[src/rtl/inv_shift_rows_serial.sv]
// inv_shift_rows_serial
// Byte-serial AES InvShiftRows with two ping-pong 16-byte banks.
// One bank fills in input order while the other drains in permuted order,
// so the block sustains one byte per cycle in each direction.
// Optional build macro: INV_SR_PAR_OUT_EN adds par_valid/par_state, a
// parallel view of the permuted block currently being drained.
module inv_shift_rows_serial (
    input  logic         clk,
    input  logic         rst,
    input  logic         in_valid,
    input  logic [7:0]   in_byte,
    output logic         in_ready,
    output logic         out_valid,
    output logic [7:0]   out_byte,
    output logic         out_last,
    input  logic         out_ready
`ifdef INV_SR_PAR_OUT_EN
    ,
    output logic         par_valid,
    output logic [127:0] par_state
`endif
);

    // Two banks of 16 bytes, stored in arrival (input index) order.
    logic [7:0] bank_mem [0:1][0:15];

    logic [1:0] full_reg;
    logic [1:0] full_next;
    logic       wr_bank_reg;
    logic       wr_bank_next;
    logic       rd_bank_reg;
    logic       rd_bank_next;
    logic [3:0] load_count_reg;
    logic [3:0] load_count_next;
    logic [3:0] drain_count_reg;
    logic [3:0] drain_count_next;

    logic       in_fire;
    logic       out_fire;
    logic       load_done;
    logic       drain_done;
    logic [3:0] rd_idx;

    // Handshakes derive only from the full flags, never from the opposite
    // side's handshake, so there is no combinational path input->output.
    assign in_ready   = !full_reg[wr_bank_reg];
    assign out_valid  = full_reg[rd_bank_reg];
    assign in_fire    = in_valid && in_ready;
    assign out_fire   = out_valid && out_ready;
    assign load_done  = in_fire && (load_count_reg == 4'd15);
    assign drain_done = out_fire && (drain_count_reg == 4'd15);

    // Output position j takes input byte (13*j) mod 16; the 4-bit product
    // truncates, which is exactly the mod 16.
    assign rd_idx   = drain_count_reg * 4'd13;
    assign out_byte = bank_mem[rd_bank_reg][rd_idx];
    assign out_last = out_valid && (drain_count_reg == 4'd15);

    // Next-state for flags, bank pointers and counters.
    always_comb begin
        full_next        = full_reg;
        wr_bank_next     = wr_bank_reg;
        rd_bank_next     = rd_bank_reg;
        load_count_next  = load_count_reg;
        drain_count_next = drain_count_reg;

        if (in_fire) begin
            load_count_next = load_count_reg + 4'd1;
        end
        if (load_done) begin
            full_next[wr_bank_reg] = 1'b1;
            wr_bank_next           = !wr_bank_reg;
        end

        if (out_fire) begin
            drain_count_next = drain_count_reg + 4'd1;
        end
        // A load can only complete into an empty bank and a drain only
        // from a full one, so the two updates always hit different bits.
        if (drain_done) begin
            full_next[rd_bank_reg] = 1'b0;
            rd_bank_next           = !rd_bank_reg;
        end
    end

    // Control state register; reset wins over any concurrent transfer.
    always_ff @(posedge clk) begin
        if (rst) begin
            full_reg        <= 2'b00;
            wr_bank_reg     <= 1'b0;
            rd_bank_reg     <= 1'b0;
            load_count_reg  <= 4'd0;
            drain_count_reg <= 4'd0;
        end else begin
            full_reg        <= full_next;
            wr_bank_reg     <= wr_bank_next;
            rd_bank_reg     <= rd_bank_next;
            load_count_reg  <= load_count_next;
            drain_count_reg <= drain_count_next;
        end
    end

    // Data storage: written in input order, never cleared (flags gate use).
    always_ff @(posedge clk) begin
        if (in_fire && !rst) begin
            bank_mem[wr_bank_reg][load_count_reg] <= in_byte;
        end
    end

`ifdef INV_SR_PAR_OUT_EN
    assign par_valid = out_valid;

    // Parallel permuted view of the read bank; MSB byte is output byte 0.
    for (genvar gi = 0; gi < 16; gi++) begin : g_par
        localparam int SRC = (13 * gi) % 16;
        assign par_state[127 - 8*gi -: 8] = bank_mem[rd_bank_reg][4'(SRC)];
    end
`endif

endmodule
[config.mk]
export PLATFORM = sky130hd
export DESIGN_NAME = inv_shift_rows_serial
export DESIGN_NICKNAME = d
export VERILOG_FILES = /design/src/rtl/inv_shift_rows_serial.sv
export SDC_FILE = /design/constraint.sdc
export NUM_CORES = 1
export LEC_CHECK = 0
export BUFFER_PORTS_ARGS = -buffer_cell sky130_fd_sc_hd__buf_2
export CAP_MARGIN = 30
export CORE_MARGIN = 2
export CORE_UTILIZATION = 40
export DETAILED_ROUTE_END_ITERATION = 12
export PLACE_DENSITY = 0.57
export SKIP_CTS_REPAIR_TIMING = 1
export SLEW_MARGIN = 10
export SYNTH_ARGS = -nofsm -noshare
export SYNTH_HDL_FRONTEND = slang
export SYNTH_SLANG_ARGS = --single-unit
[constraint.sdc]
create_clock -name clk -period 1.75 [get_ports clk]
set_input_delay 0.175 -clock clk [delete_from_list [all_inputs] [get_ports clk]]
set_output_delay 0.175 -clock clk [all_outputs]
set_load 0.05 [all_outputs]
==> results.toml <==
[global_routing]
gr-max-usage-layer = "met2"
grt_use_met2_pct = 26.82
globalRouteMet3Util_pct = 2.338
grtUsageMet1_pct = 23.57
grt_use_total_pct = 16.52
antenna_found_initial = 0
grt_max_degree = 36
grt_pass1_wl_microns = 34520
grt_pass1_vias = 5626
grt_overflow = 0

[worst_setup_path]
worstPathCellList = "buf_6, buf_12, mux4_2, mux2i_1, buf_4, mux2i_1, mux2_4, buf_6"
rr_startpoint = "wr_bank_reg$_SDFFE_PP0N_"
cpMaxStageDelayCell = "mux4_2"
worst_setup_path_end_kind = "primary output"
crit_arrival_ns = 2.56
crit_fanout = 6
crit_buf_inv = 4
critPathMaxStageDelay_ns = 0.50
path_delay_family = "multiplexers"
critPathKind = "reg -> out"
cp_data_required_time_ns = 1.57
critPathLaunchType = "flop"

[floorplanning]
dieHeight_microns = 168.6
fp.dieW_microns = 168.6
row_count = 60
initial_core_util_pct = 40.42
core_area_sq_mm = 0.02680
boundaryPins = 23
dieArea_sq_mm = 0.02842

[status]
status = "finished with violations"
violations = "setup timing"

[synth]
syn_avg_cell_area_sq_um = 21.04
synth.distinct_cells = 34
ys_top_cells_by_count = "edfxtp_1, mux2i_1, nor2_1"
muxShareOfSynthArea_pct = 19.75
ys_seq_elements = 269
ys_seq_area_share_pct = 73.36
synth_edf_count = 256
synth-compound-area-share_pct = 0.3580
synth.most_common_cell = "edfxtp_1"
synth.area.top_cells = "edfxtp_1, mux4_2, mux4_1, mux2i_1, dfxtp_1"
synth_area_sq_mm = 0.01083
ys.flop_type = "edfxtp_1"
async_flop_share_pct = 0
synthXorXnorAreaFrac_pct = 1.201
synthSimpleGateAreaFrac_pct = 2.968
ys_warn_count = 0
syn_nets = 533
synth_cells = 515
synth.largest_area_cell = "edfxtp_1"
synthAdderAreaFrac_pct = 0.6929
synth_top_family_by_area = "multiplexers"
netlist.area_leader.share_pct = 70.96

[cells_and_area]
final_net_count = 667
antennaDiodeCount = 0
drive_gt1_share_pct = 44.18
areaGrowthSynthToFinish_pct = 28.51
n_fill_cell = 2089
layoutNonFillerInstCount = 1011
largest_reg_flops = 256
utilization_pct = 51.95
stdcell_area_sq_mm = 0.01392

[worst_hold_path]
hold_path.class = "in -> reg"
min_from = "in_byte[1]"

[clock_tree]
cts_root_buffer = "clkbuf_16"
cts.sinks = 269
cts_tree = "built"
cts-buffers-inserted = 28
worstSkewPairLatency_ns = 0.55
cts.clk_slew.worst_paths_ns = 0.07
cts.htree.levels = 1
clockBufferDepth = 3

[detailed_routing]
wl_per_cell_microns = 22.97
drc = 0
via_count = 5337
ant_nets = 0
drt_wl_total_microns = 23230
viasPerCell = 5.279
drt_iter0_drc = 348
drtPass1Iterations = 4

[placed_design]
io_buffers = 22
globalplace.congestion = 0.7696
postPlaceCellArea_sq_mm = 0.01232
dpl.cell_count = 930
hpwl_microns = 14700
post-place-ws_ns = -0.5895

[sta]
slew_headroom_pct = 56.12
clock_skew_ns = 0.01985
timing.final.max_slew_violations = 0
fmax_mhz = 365.5
hold_viol_final = 0
min_period_over_period_pct = 156.3
setup_tns_ns = -8.007
tightest_slew_ns = 0.6582
setup_ws_ns = -0.9857
rsz0062_at_grt = "true"
holdWs_ns = 0.1563
layout_min_cycle_time_ns = 2.736
setup_violations = 18

[power_and_ir_drop]
power_leakage_nw = 4.418
worst_ir_drop_vdd_uv = 708.0
power.density_mw_per_mm2 = 973.8
power_mw = 13.56

[run]
timing.max_cap.violations = 0
==> logic make-up after synthesis <==
kind of cell             after synthesis
flip-flops                           269
multiplexers                         122
buffers and inverters                 28
XOR/XNOR                              11
AND/OR/NAND/NOR                       74
adder cells (fa/ha/maj)                6
AO/OA/AOI/OAI                          5
==> worst paths after layout <==
check,slack [ns],end,cells past startpoint
max,-0.99,out_byte[1],8
min,0.16,bank_mem[0][41]$_DFFE_PP_,1
max reg2reg,-0.01,bank_mem[0][98]$_DFFE_PP_,7
min reg2reg,0.51,full_reg[1]$_SDFF_PP0_,1
==> cell usage in the layout, fill, tap and decap left out, drive strengths merged, types with 2 or more instances in the layout <==
cell type and count:
a21oi 2, and2 2, and3 2, buf 121, bufinv 5, clkbuf 36, clkinv 9, clkinvlp 4
dfxtp 13, dlygate4sd3 3, edfxtp 256, ha 6, inv 5, mux2 10, mux2i 48, mux4 64
nand2 10, nand3 7, nand3b 2, nand4 2, nor2 44, nor3 2, xnor2 4, xor2 7
==> layer usage <==
metal | share of wire [%] | vias up | wire, microns
li1 | - | 2382 | -
met1 | 45 | 2812 | 10510
met2 | 49 | 113 | 11380
met3 | 4.2 | 30 | 977
met4 | 1.5 | 0 | 358
met5 | 0 | - | 0
==> area by class of cell <==
class	instances	area [sq um]	share of cell area [%]
sequential	269	7956	57.14
multi-input combinational	218	2938	21.10
timing repair buffer	127	1617	11.61
clock buffer	33	740.7	5.320
tap	341	426.7	3.064
clock inverter	18	222.7	1.600
inverter	5	22.52	0.1618
==> where the power goes <==
| part | leakage, nW | internal, mW | switching [mW] | total [mW] |
|---|---|---|---|---|
| logic | 1.54 | 0.104 | 0.223 | 0.327 |
| clock network | 0.466 | 3.76 | 2.40 | 6.16 |
| registers | 2.41 | 7.07 | 0.00994 | 7.08 |
Power figures use the tool's default switching activity.
